## config.mk

```make
export PLATFORM = sky130hd
export DESIGN_NAME = irrigacao_zonas
export DESIGN_NICKNAME = d
export VERILOG_FILES = /design/src/rtl/irrigacao_zonas.sv
export SDC_FILE = /design/constraint.sdc
export NUM_CORES = 1
export LEC_CHECK = 0
export ABC_AREA = 0
export BUFFER_PORTS_ARGS = -buffer_cell sky130_fd_sc_hd__buf_2
export CAP_MARGIN = 40
export CORE_ASPECT_RATIO = 1.5
export CORE_MARGIN = 2
export CORE_UTILIZATION = 60
export CTS_BUF_LIST = sky130_fd_sc_hd__clkbuf_8
export DETAILED_ROUTE_END_ITERATION = 12
export GPL_TIMING_DRIVEN = 0
export PLACE_DENSITY = 0.78
export SLEW_MARGIN = 20
export SYNTH_ARGS = -nofsm -noshare
export SYNTH_HDL_FRONTEND = slang
export SYNTH_SLANG_ARGS = --single-unit
```

## constraint.sdc

```tcl
create_clock -name Clock -period 9.4 [get_ports Clock]
set_input_delay 1.41 -clock Clock [delete_from_list [all_inputs] [get_ports Clock]]
set_output_delay 1.41 -clock Clock [all_outputs]
set_load 0.05 [all_outputs]
```

## src/rtl/irrigacao_zonas.sv

```systemverilog
// irrigacao_zonas: multi-zone irrigation controller, top-level block of the irrigation board.
//   Every sensor goes through a 2-FF synchroniser and a debounce counter. The debounced values
//   feed a tank fill-valve FSM with fill timeout and sticky fault, one drip/sprinkler FSM per zone
//   with a minimum run time and a concurrency limit, and one 7-segment display.
// Ports:
//   Clock, Reset        rising-edge clock, synchronous active-high reset
//   UmidadeSolo[Z]      per-zone soil humidity, 1 = wet (0 = zone wants water)
//   UmidadeAr           air humidity, 1 = humid
//   Temperatura         1 = hot
//   High/Medium/Low     tank level sensors, code {High,Medium,Low}
//   ChaveSeletora       display select, 0 = tank level, 1 = zone scan
//   Gotejamento[Z]      drip valves
//   Aspersao[Z]         sprinkler valves
//   ValvulaEntrada      tank fill valve
//   Erro                sticky fault (invalid level code or fill timeout)
//   Alarme              Erro or tank below Low
//   Segmentos           {g,f,e,d,c,b,a}, active high
//   ZonaDisplay         zone shown in scan mode, 0 in tank mode

// One zone: idle / drip / sprinkler with a minimum-run timer.
module irrigacao_zona #(
  parameter int TEMPO_MIN = 1000
) (
  input  logic clk,
  input  logic rst,
  input  logic start,      // grant from the top-level arbiter
  input  logic modo_asp,   // 1 = sprinkler, sampled only at start
  input  logic forca_off,  // alarm: abort the run regardless of the timer
  input  logic molhado,    // debounced soil sensor, 1 = wet
  output logic ativa,
  output logic gotej,
  output logic asperg,
  output logic gotej_nxt,
  output logic asperg_nxt
);
  typedef enum logic [1:0] {OCIOSA, GOTEJANDO, ASPERGINDO} zona_t;
  localparam int TW = $clog2(TEMPO_MIN + 1);

  zona_t          estado, estado_nxt;
  logic [TW-1:0]  timer, timer_nxt;

  always_ff @(posedge clk) begin
    if (rst) begin
      estado <= OCIOSA;
      timer  <= '0;
    end else begin
      estado <= estado_nxt;
      timer  <= timer_nxt;
    end
  end

  always_comb begin
    estado_nxt = estado;
    timer_nxt  = timer;
    case (estado)
      OCIOSA: begin
        if (start) begin
          estado_nxt = modo_asp ? ASPERGINDO : GOTEJANDO;
          timer_nxt  = TW'(TEMPO_MIN);
        end
      end
      GOTEJANDO, ASPERGINDO: begin
        if (forca_off) begin
          estado_nxt = OCIOSA;
          timer_nxt  = '0;
        end else if (timer == '0 && molhado) begin
          estado_nxt = OCIOSA;
        end else if (timer != '0) begin
          timer_nxt = timer - 1'b1;
        end
      end
      default: begin
        estado_nxt = OCIOSA;
        timer_nxt  = '0;
      end
    endcase
  end

  assign ativa      = (estado != OCIOSA);
  assign gotej      = (estado == GOTEJANDO);
  assign asperg     = (estado == ASPERGINDO);
  assign gotej_nxt  = (estado_nxt == GOTEJANDO);
  assign asperg_nxt = (estado_nxt == ASPERGINDO);
endmodule

module irrigacao_zonas #(
  parameter int ZONAS       = 4,
  parameter int MAX_ATIVAS  = 2,
  parameter int DEBOUNCE    = 16,
  parameter int TEMPO_MIN   = 1000,
  parameter int TIMEOUT_ENC = 50000,
  parameter int DIV_DISPLAY = 5000
) (
  input  logic             Clock,
  input  logic             Reset,
  input  logic [ZONAS-1:0] UmidadeSolo,
  input  logic             UmidadeAr,
  input  logic             Temperatura,
  input  logic             High,
  input  logic             Medium,
  input  logic             Low,
  input  logic             ChaveSeletora,
  output logic [ZONAS-1:0] Gotejamento,
  output logic [ZONAS-1:0] Aspersao,
  output logic             ValvulaEntrada,
  output logic             Erro,
  output logic             Alarme,
  output logic [6:0]       Segmentos,
  output logic [2:0]       ZonaDisplay
);
  // Input bundle layout: {ChaveSeletora, Low, Medium, High, Temperatura, UmidadeAr, UmidadeSolo}
  localparam int NIN     = ZONAS + 6;
  localparam int I_AR    = ZONAS;
  localparam int I_TEMP  = ZONAS + 1;
  localparam int I_HIGH  = ZONAS + 2;
  localparam int I_MED   = ZONAS + 3;
  localparam int I_LOW   = ZONAS + 4;
  localparam int I_CHAVE = ZONAS + 5;
  // Sensors come out of reset reading "full tank, wet soil, humid, hot" so nothing
  // starts or alarms before real readings have been debounced. The switch starts in tank mode.
  localparam logic [NIN-1:0] RST_VAL = {1'b0, 5'b11111, {ZONAS{1'b1}}};

  localparam int DW  = $clog2(DEBOUNCE + 1);
  localparam int TW  = $clog2(TIMEOUT_ENC + 1);
  localparam int DVW = $clog2(DIV_DISPLAY + 1);

  localparam logic [6:0] SEG_E    = 7'b1111001;
  localparam logic [6:0] SEG_H    = 7'b1110110;
  localparam logic [6:0] SEG_N    = 7'b1010100;
  localparam logic [6:0] SEG_L    = 7'b0111000;
  localparam logic [6:0] SEG_ZERO = 7'b0111111;
  localparam logic [6:0] SEG_G    = 7'b0111101;
  localparam logic [6:0] SEG_A    = 7'b1110111;
  localparam logic [6:0] SEG_DASH = 7'b1000000;

  typedef enum logic [1:0] {ESPERA, ENCHENDO, FALHA} tanque_t;

  // ---------------- synchroniser + debounce ----------------
  logic [NIN-1:0]         bruto, sinc1, sinc2, deb;
  logic [NIN-1:0][DW-1:0] cnt;

  assign bruto = {ChaveSeletora, Low, Medium, High, Temperatura, UmidadeAr, UmidadeSolo};

  // deb only follows sinc2 after DEBOUNCE consecutive cycles of disagreement;
  // any cycle of agreement restarts the count.
  always_ff @(posedge Clock) begin
    if (Reset) begin
      sinc1 <= RST_VAL;
      sinc2 <= RST_VAL;
      deb   <= RST_VAL;
      cnt   <= '0;
    end else begin
      sinc1 <= bruto;
      sinc2 <= sinc1;
      for (int b = 0; b < NIN; b++) begin
        if (sinc2[b] == deb[b]) begin
          cnt[b] <= '0;
        end else if (cnt[b] == DW'(DEBOUNCE - 1)) begin
          deb[b] <= sinc2[b];
          cnt[b] <= '0;
        end else begin
          cnt[b] <= cnt[b] + 1'b1;
        end
      end
    end
  end

  logic [ZONAS-1:0] solo;
  logic             ar, temp, alto, medio, baixo, chave;
  logic [2:0]       nivel;
  logic             nivel_ok;

  assign solo  = deb[ZONAS-1:0];
  assign ar    = deb[I_AR];
  assign temp  = deb[I_TEMP];
  assign alto  = deb[I_HIGH];
  assign medio = deb[I_MED];
  assign baixo = deb[I_LOW];
  assign chave = deb[I_CHAVE];
  assign nivel = {alto, medio, baixo};

  always_comb begin
    case (nivel)
      3'b000, 3'b001, 3'b011, 3'b111: nivel_ok = 1'b1;
      default:                        nivel_ok = 1'b0;
    endcase
  end

  // ---------------- tank FSM ----------------
  tanque_t       tanque, tanque_nxt;
  logic [TW-1:0] t_enc, t_enc_nxt;
  logic          falha_nxt, alarme_nxt;

  always_ff @(posedge Clock) begin
    if (Reset) begin
      tanque <= ESPERA;
      t_enc  <= '0;
    end else begin
      tanque <= tanque_nxt;
      t_enc  <= t_enc_nxt;
    end
  end

  // ENCHENDO lasts at most TIMEOUT_ENC cycles; reaching High wins over the timeout
  // because it is tested first.
  always_comb begin
    tanque_nxt = tanque;
    t_enc_nxt  = t_enc;
    case (tanque)
      ESPERA: begin
        if (!nivel_ok) begin
          tanque_nxt = FALHA;
        end else if (!medio) begin
          tanque_nxt = ENCHENDO;
          t_enc_nxt  = '0;
        end
      end
      ENCHENDO: begin
        if (!nivel_ok)                          tanque_nxt = FALHA;
        else if (alto)                          tanque_nxt = ESPERA;
        else if (t_enc == TW'(TIMEOUT_ENC - 1)) tanque_nxt = FALHA;
        else                                    t_enc_nxt  = t_enc + 1'b1;
      end
      FALHA:   tanque_nxt = FALHA;
      default: tanque_nxt = FALHA;
    endcase
  end

  // Alarm is evaluated on the same debounced sample as the tank FSM so the zones
  // shut off on the same edge that Erro/Alarme rise.
  assign falha_nxt  = (tanque_nxt == FALHA);
  assign alarme_nxt = falha_nxt | ~baixo;

  assign ValvulaEntrada = (tanque == ENCHENDO);
  assign Erro           = (tanque == FALHA);

  always_ff @(posedge Clock) begin
    if (Reset) Alarme <= 1'b0;
    else       Alarme <= alarme_nxt;
  end

  // ---------------- zone arbitration + zone FSMs ----------------
  logic [ZONAS-1:0] ativa, inicio, gotej_nxt, asperg_nxt;
  logic [3:0]       ativos;
  logic             concedido;
  logic             modo_asp;

  assign modo_asp = ~ar | (medio & ~temp);

  // At most one grant per cycle, lowest index first. The count uses the current
  // states, so a zone finishing this cycle frees its slot only on the next one.
  always_comb begin
    ativos    = '0;
    inicio    = '0;
    concedido = 1'b0;
    for (int z = 0; z < ZONAS; z++) ativos = ativos + 4'(ativa[z]);
    for (int z = 0; z < ZONAS; z++) begin
      if (!concedido && !ativa[z] && !solo[z] && !alarme_nxt &&
          ativos < 4'(MAX_ATIVAS)) begin
        inicio[z] = 1'b1;
        concedido = 1'b1;
      end
    end
  end

  for (genvar z = 0; z < ZONAS; z++) begin : g_zona
    irrigacao_zona #(.TEMPO_MIN(TEMPO_MIN)) u_zona (
      .clk        (Clock),
      .rst        (Reset),
      .start      (inicio[z]),
      .modo_asp   (modo_asp),
      .forca_off  (alarme_nxt),
      .molhado    (solo[z]),
      .ativa      (ativa[z]),
      .gotej      (Gotejamento[z]),
      .asperg     (Aspersao[z]),
      .gotej_nxt  (gotej_nxt[z]),
      .asperg_nxt (asperg_nxt[z])
    );
  end

  // ---------------- display ----------------
  logic [DVW-1:0] div, div_nxt;
  logic [2:0]     idx, idx_nxt;
  logic [7:0]     gotej_pad, asperg_pad;
  logic [6:0]     seg_nxt;

  assign gotej_pad  = 8'(gotej_nxt);
  assign asperg_pad = 8'(asperg_nxt);

  // Leaving scan mode parks the scan at zone 0, so every entry into scan mode restarts there.
  always_comb begin
    div_nxt = div;
    idx_nxt = idx;
    if (!chave) begin
      div_nxt = '0;
      idx_nxt = '0;
    end else if (div == DVW'(DIV_DISPLAY - 1)) begin
      div_nxt = '0;
      idx_nxt = (idx == 3'(ZONAS - 1)) ? 3'd0 : idx + 3'd1;
    end else begin
      div_nxt = div + 1'b1;
    end
  end

  // Display is built from next-state values so it changes on the same edge as the valves.
  always_comb begin
    seg_nxt = SEG_E;
    if (chave) begin
      if (gotej_pad[idx_nxt])       seg_nxt = SEG_G;
      else if (asperg_pad[idx_nxt]) seg_nxt = SEG_A;
      else                          seg_nxt = SEG_DASH;
    end else if (!falha_nxt) begin
      case (nivel)
        3'b111:  seg_nxt = SEG_H;
        3'b011:  seg_nxt = SEG_N;
        3'b001:  seg_nxt = SEG_L;
        3'b000:  seg_nxt = SEG_ZERO;
        default: seg_nxt = SEG_E;
      endcase
    end
  end

  always_ff @(posedge Clock) begin
    if (Reset) begin
      div         <= '0;
      idx         <= '0;
      Segmentos   <= '0;
      ZonaDisplay <= '0;
    end else begin
      div         <= div_nxt;
      idx         <= idx_nxt;
      Segmentos   <= seg_nxt;
      ZonaDisplay <= chave ? idx_nxt : 3'd0;
    end
  end
endmodule
```

After elaboration in Yosys (flattened, before gate mapping) --
Cells that the tools add are included.
Cells by class: add/subtract/negate cells 20, magnitude comparators 2, equal/unequal tests 62, multiplexer cells 68, bitwise gates (word level) 17, reductions and logical operators 82
Operators with widths (count):
- two-way mux 10 bit | 16
- two-way mux 16 bit | 5
- case mux 10 bit (2 select lines) | 4
- adder 5 x 1 -> 5 bit, second input constant | 10
- == test 5 x 4 -> 1 bit, second input constant | 10
- zero test 10 bit | 4
- nonzero test 10 bit | 4
- subtractor 10 x 1 -> 10 bit, second input constant | 4
- two-way mux 2 bit | 18
- OR reduction 3 bit | 11
- case mux 16 bit (2 select lines) | 1
- case mux 7 bit (4 select lines) | 1
- two-way mux 7 bit | 3
- == test 2 bit, second input constant | 10
- case mux 2 bit (2 select lines) | 5
- AND reduction 2 bit | 10
- logical AND 1 bit | 19
- == test 2 x 1 -> 1 bit, second input constant | 9
- adder 16 x 1 -> 16 bit, second input constant | 1
- == test 16 bit, second input constant | 1
- inverter 1 bit | 14
- adder 13 x 1 -> 13 bit, second input constant | 1
- == test 13 bit, second input constant | 1
- zero test 1 bit | 12
- 27 further kinds | 77
Word-level totals: flip-flop bits (word level) 173, input port bits 12, output and inout bits 21

Logic depth before layout (Yosys ltp) --
depth after elaboration 37, mapped depth 13

By module --
A second synthesis with hierarchy kept.
Unflattened totals: cell total of the unflattened synthesis 948, area, all modules 8444.3 um^2
Modules (own cells, without submodules):
- irrigacao_zonas | instances 1, cells an instance 536, area an instance 5096.1 um^2
- irrigacao_zona | instances 4, cells an instance 103, area an instance 837.1 um^2

Worst setup path after synthesis --
No wires, ideal clock.
kind register to register, start point register g_zona[1].u_zona.estado[0], end point register Segmentos[0], data arrival time 2.958 ns, data required time 9.314 ns, slack 6.356 ns, cell stages (with the launch flop) 13, buffers on the path 0, period minus slack after synthesis 3.044 ns, path through dfxtp_1 -> inv_1 -> ha_1 -> inv_1 -> fa_1 -> nand2b_1 -> nand2b_1 -> nor4b_1 -> and3_4 -> nor3_2 -> nand3b_1 -> a22o_2 -> a221oi_2
On the way: cells in the longest elaborated chain, start to end 33, elaborated cells on any way between the ends 57, classes of those cells 3 x add/sub; 1 x order compare; 10 x eq/ne; 23 x mux; 20 x reduce/logical
RTL lines:
- from (decl) | line 39 | zona_t estado, estado_nxt;
- from (signal assigned) | line 47 | estado <= estado_nxt;
- nonzero test 2 bit | line 79 | assign ativa = (estado != OCIOSA);
- adder 1 x 1 -> 2 bit | line 256 | for (int z = 0; z < ZONAS; z++) ativos = ativos + 4'(ativa[z]);
- adder 2 x 1 -> 3 bit | line 256
- adder 3 x 1 -> 4 bit | line 256
- < comparator 4 x 2 -> 1 bit | line 259 | ativos < 4'(MAX_ATIVAS)) begin
- logical AND 1 bit | line 258 | if (!concedido && !ativa[z] && !solo[z] && !alarme_nxt &&
- two-way mux 1 bit | line 258
- zero test 1 bit | line 258
- [... 17 more ...]
- two-way mux 2 bit | line 57 | if (start) begin
- case mux 2 bit (2 select lines) | line 55 | case (estado)
- == test 2 bit | line 83 | assign asperg_nxt = (estado_nxt == ASPERGINDO);
- binary-select mux 1 bit (select 3 bit) | line 311 | else if (asperg_pad[idx_nxt]) seg_nxt = SEG_A;
- two-way mux 1 bit (not written as such) | line 311
- two-way mux 6 bit | line 311
- two-way mux 7 bit * | line 310 | if (gotej_pad[idx_nxt]) seg_nxt = SEG_G;
- two-way mux 7 bit * | line 309 | if (chave) begin
- to (signal assigned) | line 333 | Segmentos <= seg_nxt;
- to (decl) | line 108 | output logic [6:0] Segmentos,
Every way passes the cells marked *; elsewhere a longest branch is shown, timed or not. The select of a mux whose other input is x is not followed. A chain may end at the register's enable or synchronous reset.

Final worst setup path --
start point register g_zona[0].u_zona.estado[0], end point register g_zona[0].u_zona.timer[5]
On the way: cells in the longest elaborated chain, start to end 9, elaborated cells on any way between the ends 19, classes of those cells 3 x add/sub; 1 x order compare; 5 x eq/ne; 2 x mux; 8 x reduce/logical
RTL lines:
- from (decl) | line 39
- from (signal assigned) | line 47
- nonzero test 2 bit | line 79
- adder 1 x 1 -> 2 bit | line 256
- adder 2 x 1 -> 3 bit | line 256
- adder 3 x 1 -> 4 bit | line 256
- < comparator 4 x 2 -> 1 bit | line 259
- logical AND 1 bit | line 258
- two-way mux 1 bit | line 258
- inequality test 2 x 1 -> 1 bit (no line)
- AND reduction 3 bit (no line)
- to (signal assigned) | line 48 | timer <= timer_nxt;
- to (decl) | line 40 | logic [TW-1:0] timer, timer_nxt;
Parallel ways exist; a longest one is shown, timed or not.

==> flow_metrics.py <==
metrics = {
    "timing": {
        "setup_tns_ps": 0,
        "grt_setup_unrepaired": "no",
        "clock_skew_ps": 14.7,
        "worst_slew_pin_slew_ps": 782,
        "fmax_mhz": 286,
        "setup_viol": 0,
        "slew_headroom": 0.473,
        "report.final.hold_viol_count": 0,
        "fin_crit_ps": 3500,
        "maxSlewViolCount": 0,
        "finalCritPeriodShare": 0.372,
    },
    "logic_synthesis": {
        "synth_edf_count": 0,
        "ys_warn_count": 0,
        "netlist.area_leader.share": 0.432,
        "synthTopCellsByArea": "dfxtp_1 43%, ha_1 6.7%, nor2_1 6.6%",
        "synth_top_area_cell": "dfxtp_1",
        "synthArstFlopShare": 0,
        "yosysSeqAreaShare": 0.432,
        "syn_area_per_cell_um2": 8.72,
        "syn_area_um2": 8020,
        "synth-seq-cells": 173,
        "ys_types": 72,
        "synth_most_common_cell": "dfxtp_1",
        "synth_commonest_cells": "173 x dfxtp_1, 141 x nor2_1, 51 x inv_1",
        "synth_ff_type": "dfxtp_1",
        "syn_nets": 976,
        "netlist_instances": 920,
    },
    "drt": {
        "firstDrtPassIters": 8,
        "num_vias": 6525,
        "drtAntennaViolNets": 0,
        "wl_per_cell_um": 14.4,
        "drt_wl_total_mm": 16.5,
        "drc_errors": 0,
        "drt_first_iter_violations": 254,
        "via_per_inst": 5.70,
    },
    "global_route": {
        "grt_pass1_wl_mm": 28.0,
        "grt_start_max_net_pins": 19,
        "grt.total_usage": 0.234,
        "grt_pass1_vias": 6271,
        "grt_overflow_total": 0,
        "antenna_found_initial": 0,
    },
    "setup_path": {
        "cpPeakStageDelay_ps": 590,
        "required_ps": 9790,
        "worst_setup_path_start_kind": "flop",
        "path_max_fanout": 10,
        "worstSetupPathType": "reg2reg",
        "crit_chain": "inv_1 > ha_1 > inv_1 > fa_1 > nand2b_1 > nand2b_1 > nor2_1 > a21oi_1 > or4_1 > clkbuf_1 > or3_1 > a31oi_1",
        "critPathSlowestCell": "or4_1",
        "endpoint_kind": "flop",
        "arrival_ps": 3880,
    },
    "clock_tree": {
        "cts.sinks": 173,
        "cts_tree": "yes",
        "postCtsResizedCells": 0,
        "clkLatencyLatePin_ps": 460,
        "cts_hold_buf": 0,
        "htree_levels": 4,
        "clockBufferDepth": 2,
        "cts_buffers": 17,
        "root_buffer": "clkbuf_8",
        "clkSlewWorstSetupHoldPaths_ps": 110,
        "cts_setup_buffers": 0,
    },
    "cells_and_area": {
        "register_area_um2": 3460,
        "final_nets": 1029,
        "num_antenna_cells": 0,
        "syn_to_final_growth_pct": 9.46,
        "fillers": 1070,
        "multi_input_area_um2": 4160,
        "drive_gt1_frac": 0.127,
    },
    "power_and_ir_drop": {
        "intPower_w": 0.000946,
        "p_leak_nw": 3.40,
        "swShare": 0.258,
        "p_sw_w": 0.000329,
        "p_comb_frac": 0.022,
        "power_frac_seq": 0.582,
        "p_clk_frac": 0.396,
        "vdd_drop_max_uv": 89.8,
        "power_density_nw_per_um2": 145,
        "power_w": 0.00128,
    },
    "outcome": {
        "status": "finished clean",
    },
    "floorplan": {
        "start_util": 0.616,
        "pin_count": 33,
        "num_rows": 51,
        "die_h_um": 146,
        "dieArea_um2": 14300,
        "die_w_um": 98.4,
        "core_um2": 13000,
    },
    "place": {
        "place.port_buffers": 32,
        "globalplace.congestion": 0.863,
        "dp_hpwl_mm": 12.0,
    },
    "min_path": {
        "hp-class": "reg2reg",
    },
    "job": {
        "drv_cap": 0,
    },
}
==> registers in the layout, summed over array words and instances (netlist names) <==
register,cells
ZonaDisplay,3
sinc1,10
Segmentos,7
g_zona.u_zona.timer,40
idx,3
deb,10
Alarme,1
g_zona.u_zona.estado,8
sinc2,10
t_enc,16
cnt,50
tanque,2
div,13
==> critical path: cells and delay by family, from the launching register on <==
family          cells  cell delay (ps)
buf+inv             3              540
compound gates      2              310
flops               1              450
simple gates        5             1440
fa+ha+maj           2              690
==> path summary, 6_finish.rpt <==
path                                    end  slack [ps]  cells past startpoint                        from
setup reg to reg  g_zona[0].u_zona.timer[5]        5900                     12  g_zona[0].u_zona.estado[0]
hold / removal                     sinc2[6]         400                      1                    sinc1[6]
hold reg to reg                    sinc2[6]         400                      1                    sinc1[6]
setup / recovery  g_zona[0].u_zona.timer[5]        5900                     12  g_zona[0].u_zona.estado[0]
==> metrics by stage <==
step / std cells / util / hold WS (ps) / worst slack, ps / cell area, um^2
final: 1144 / 0.674 / 403 / 5900 / 8780
after global routing: 1144 / 0.674 / 423 / 5660 / 8780
after CTS: 1143 / 0.674 / 400 / 5940 / 8770
after detailed placement: 1112 / 0.644 / 393 / 6000 / 8380
after global placement: 1111 / 0.644 / 392 / 5810 / 8380
after floorplan: 920 / - / 389 / 6360 / 8020
==> layout by cell type, fill, tap and decap left out, types with 28 or more instances in the layout <==
cell / n
buf_2: 36
o21ai_0: 29
ha_1: 43
nor3_1: 28
xnor2_1: 30
a21oi_1: 48
nand2_1: 47
inv_1: 51
dfxtp_1: 173
nand3_1: 31
nor2_1: 141
==> per-layer routing <==
layer,wire (um),vias up,GRT usage
li1,-,3295,-
met1,7260,3074,0.279
met2,8390,125,0.413
met3,499,31,0.0413
met4,383,0,0.0918
met5,0,-,0
==> logic make-up after synthesis <==
family	after synthesis	synth area share
DFF	173	0.432
adders and majority gates	44	0.0696
AOI/OAI and AO/OA	158	0.132
xor gates and xnor gates	57	0.0623
muxes	9	0.0114
and+or+nand+nor	387	0.244
buffers and inverters	92	0.0493
==> area by class of cell <==
class | instances | share of cell area
Clock inverter | 14 | 0.0177
Timing Repair Buffer | 34 | 0.0194
Tap cell | 159 | 0.0227
Multi-Input combinational cell | 655 | 0.474
Clock buffer | 17 | 0.0267
Sequential cell | 173 | 0.395
Buffer | 41 | 0.0232
Inverter | 51 | 0.0218
==> power groups by stage <==
| stage | combinational [W] | clock (W) | sequential [W] |
|---|---|---|---|
| floorplan | 0.0000144 | 0 | 0.000762 |
| global placement | 0.0000283 | 0 | 0.000759 |
| detailed placement | 0.0000288 | 0 | 0.000759 |
| CTS | 0.0000290 | 0.000513 | 0.000742 |
| global route | 0.0000310 | 0.000548 | 0.000743 |
| finish | 0.0000286 | 0.000505 | 0.000742 |
No activity file was read; power rests on OpenSTA's default activity.
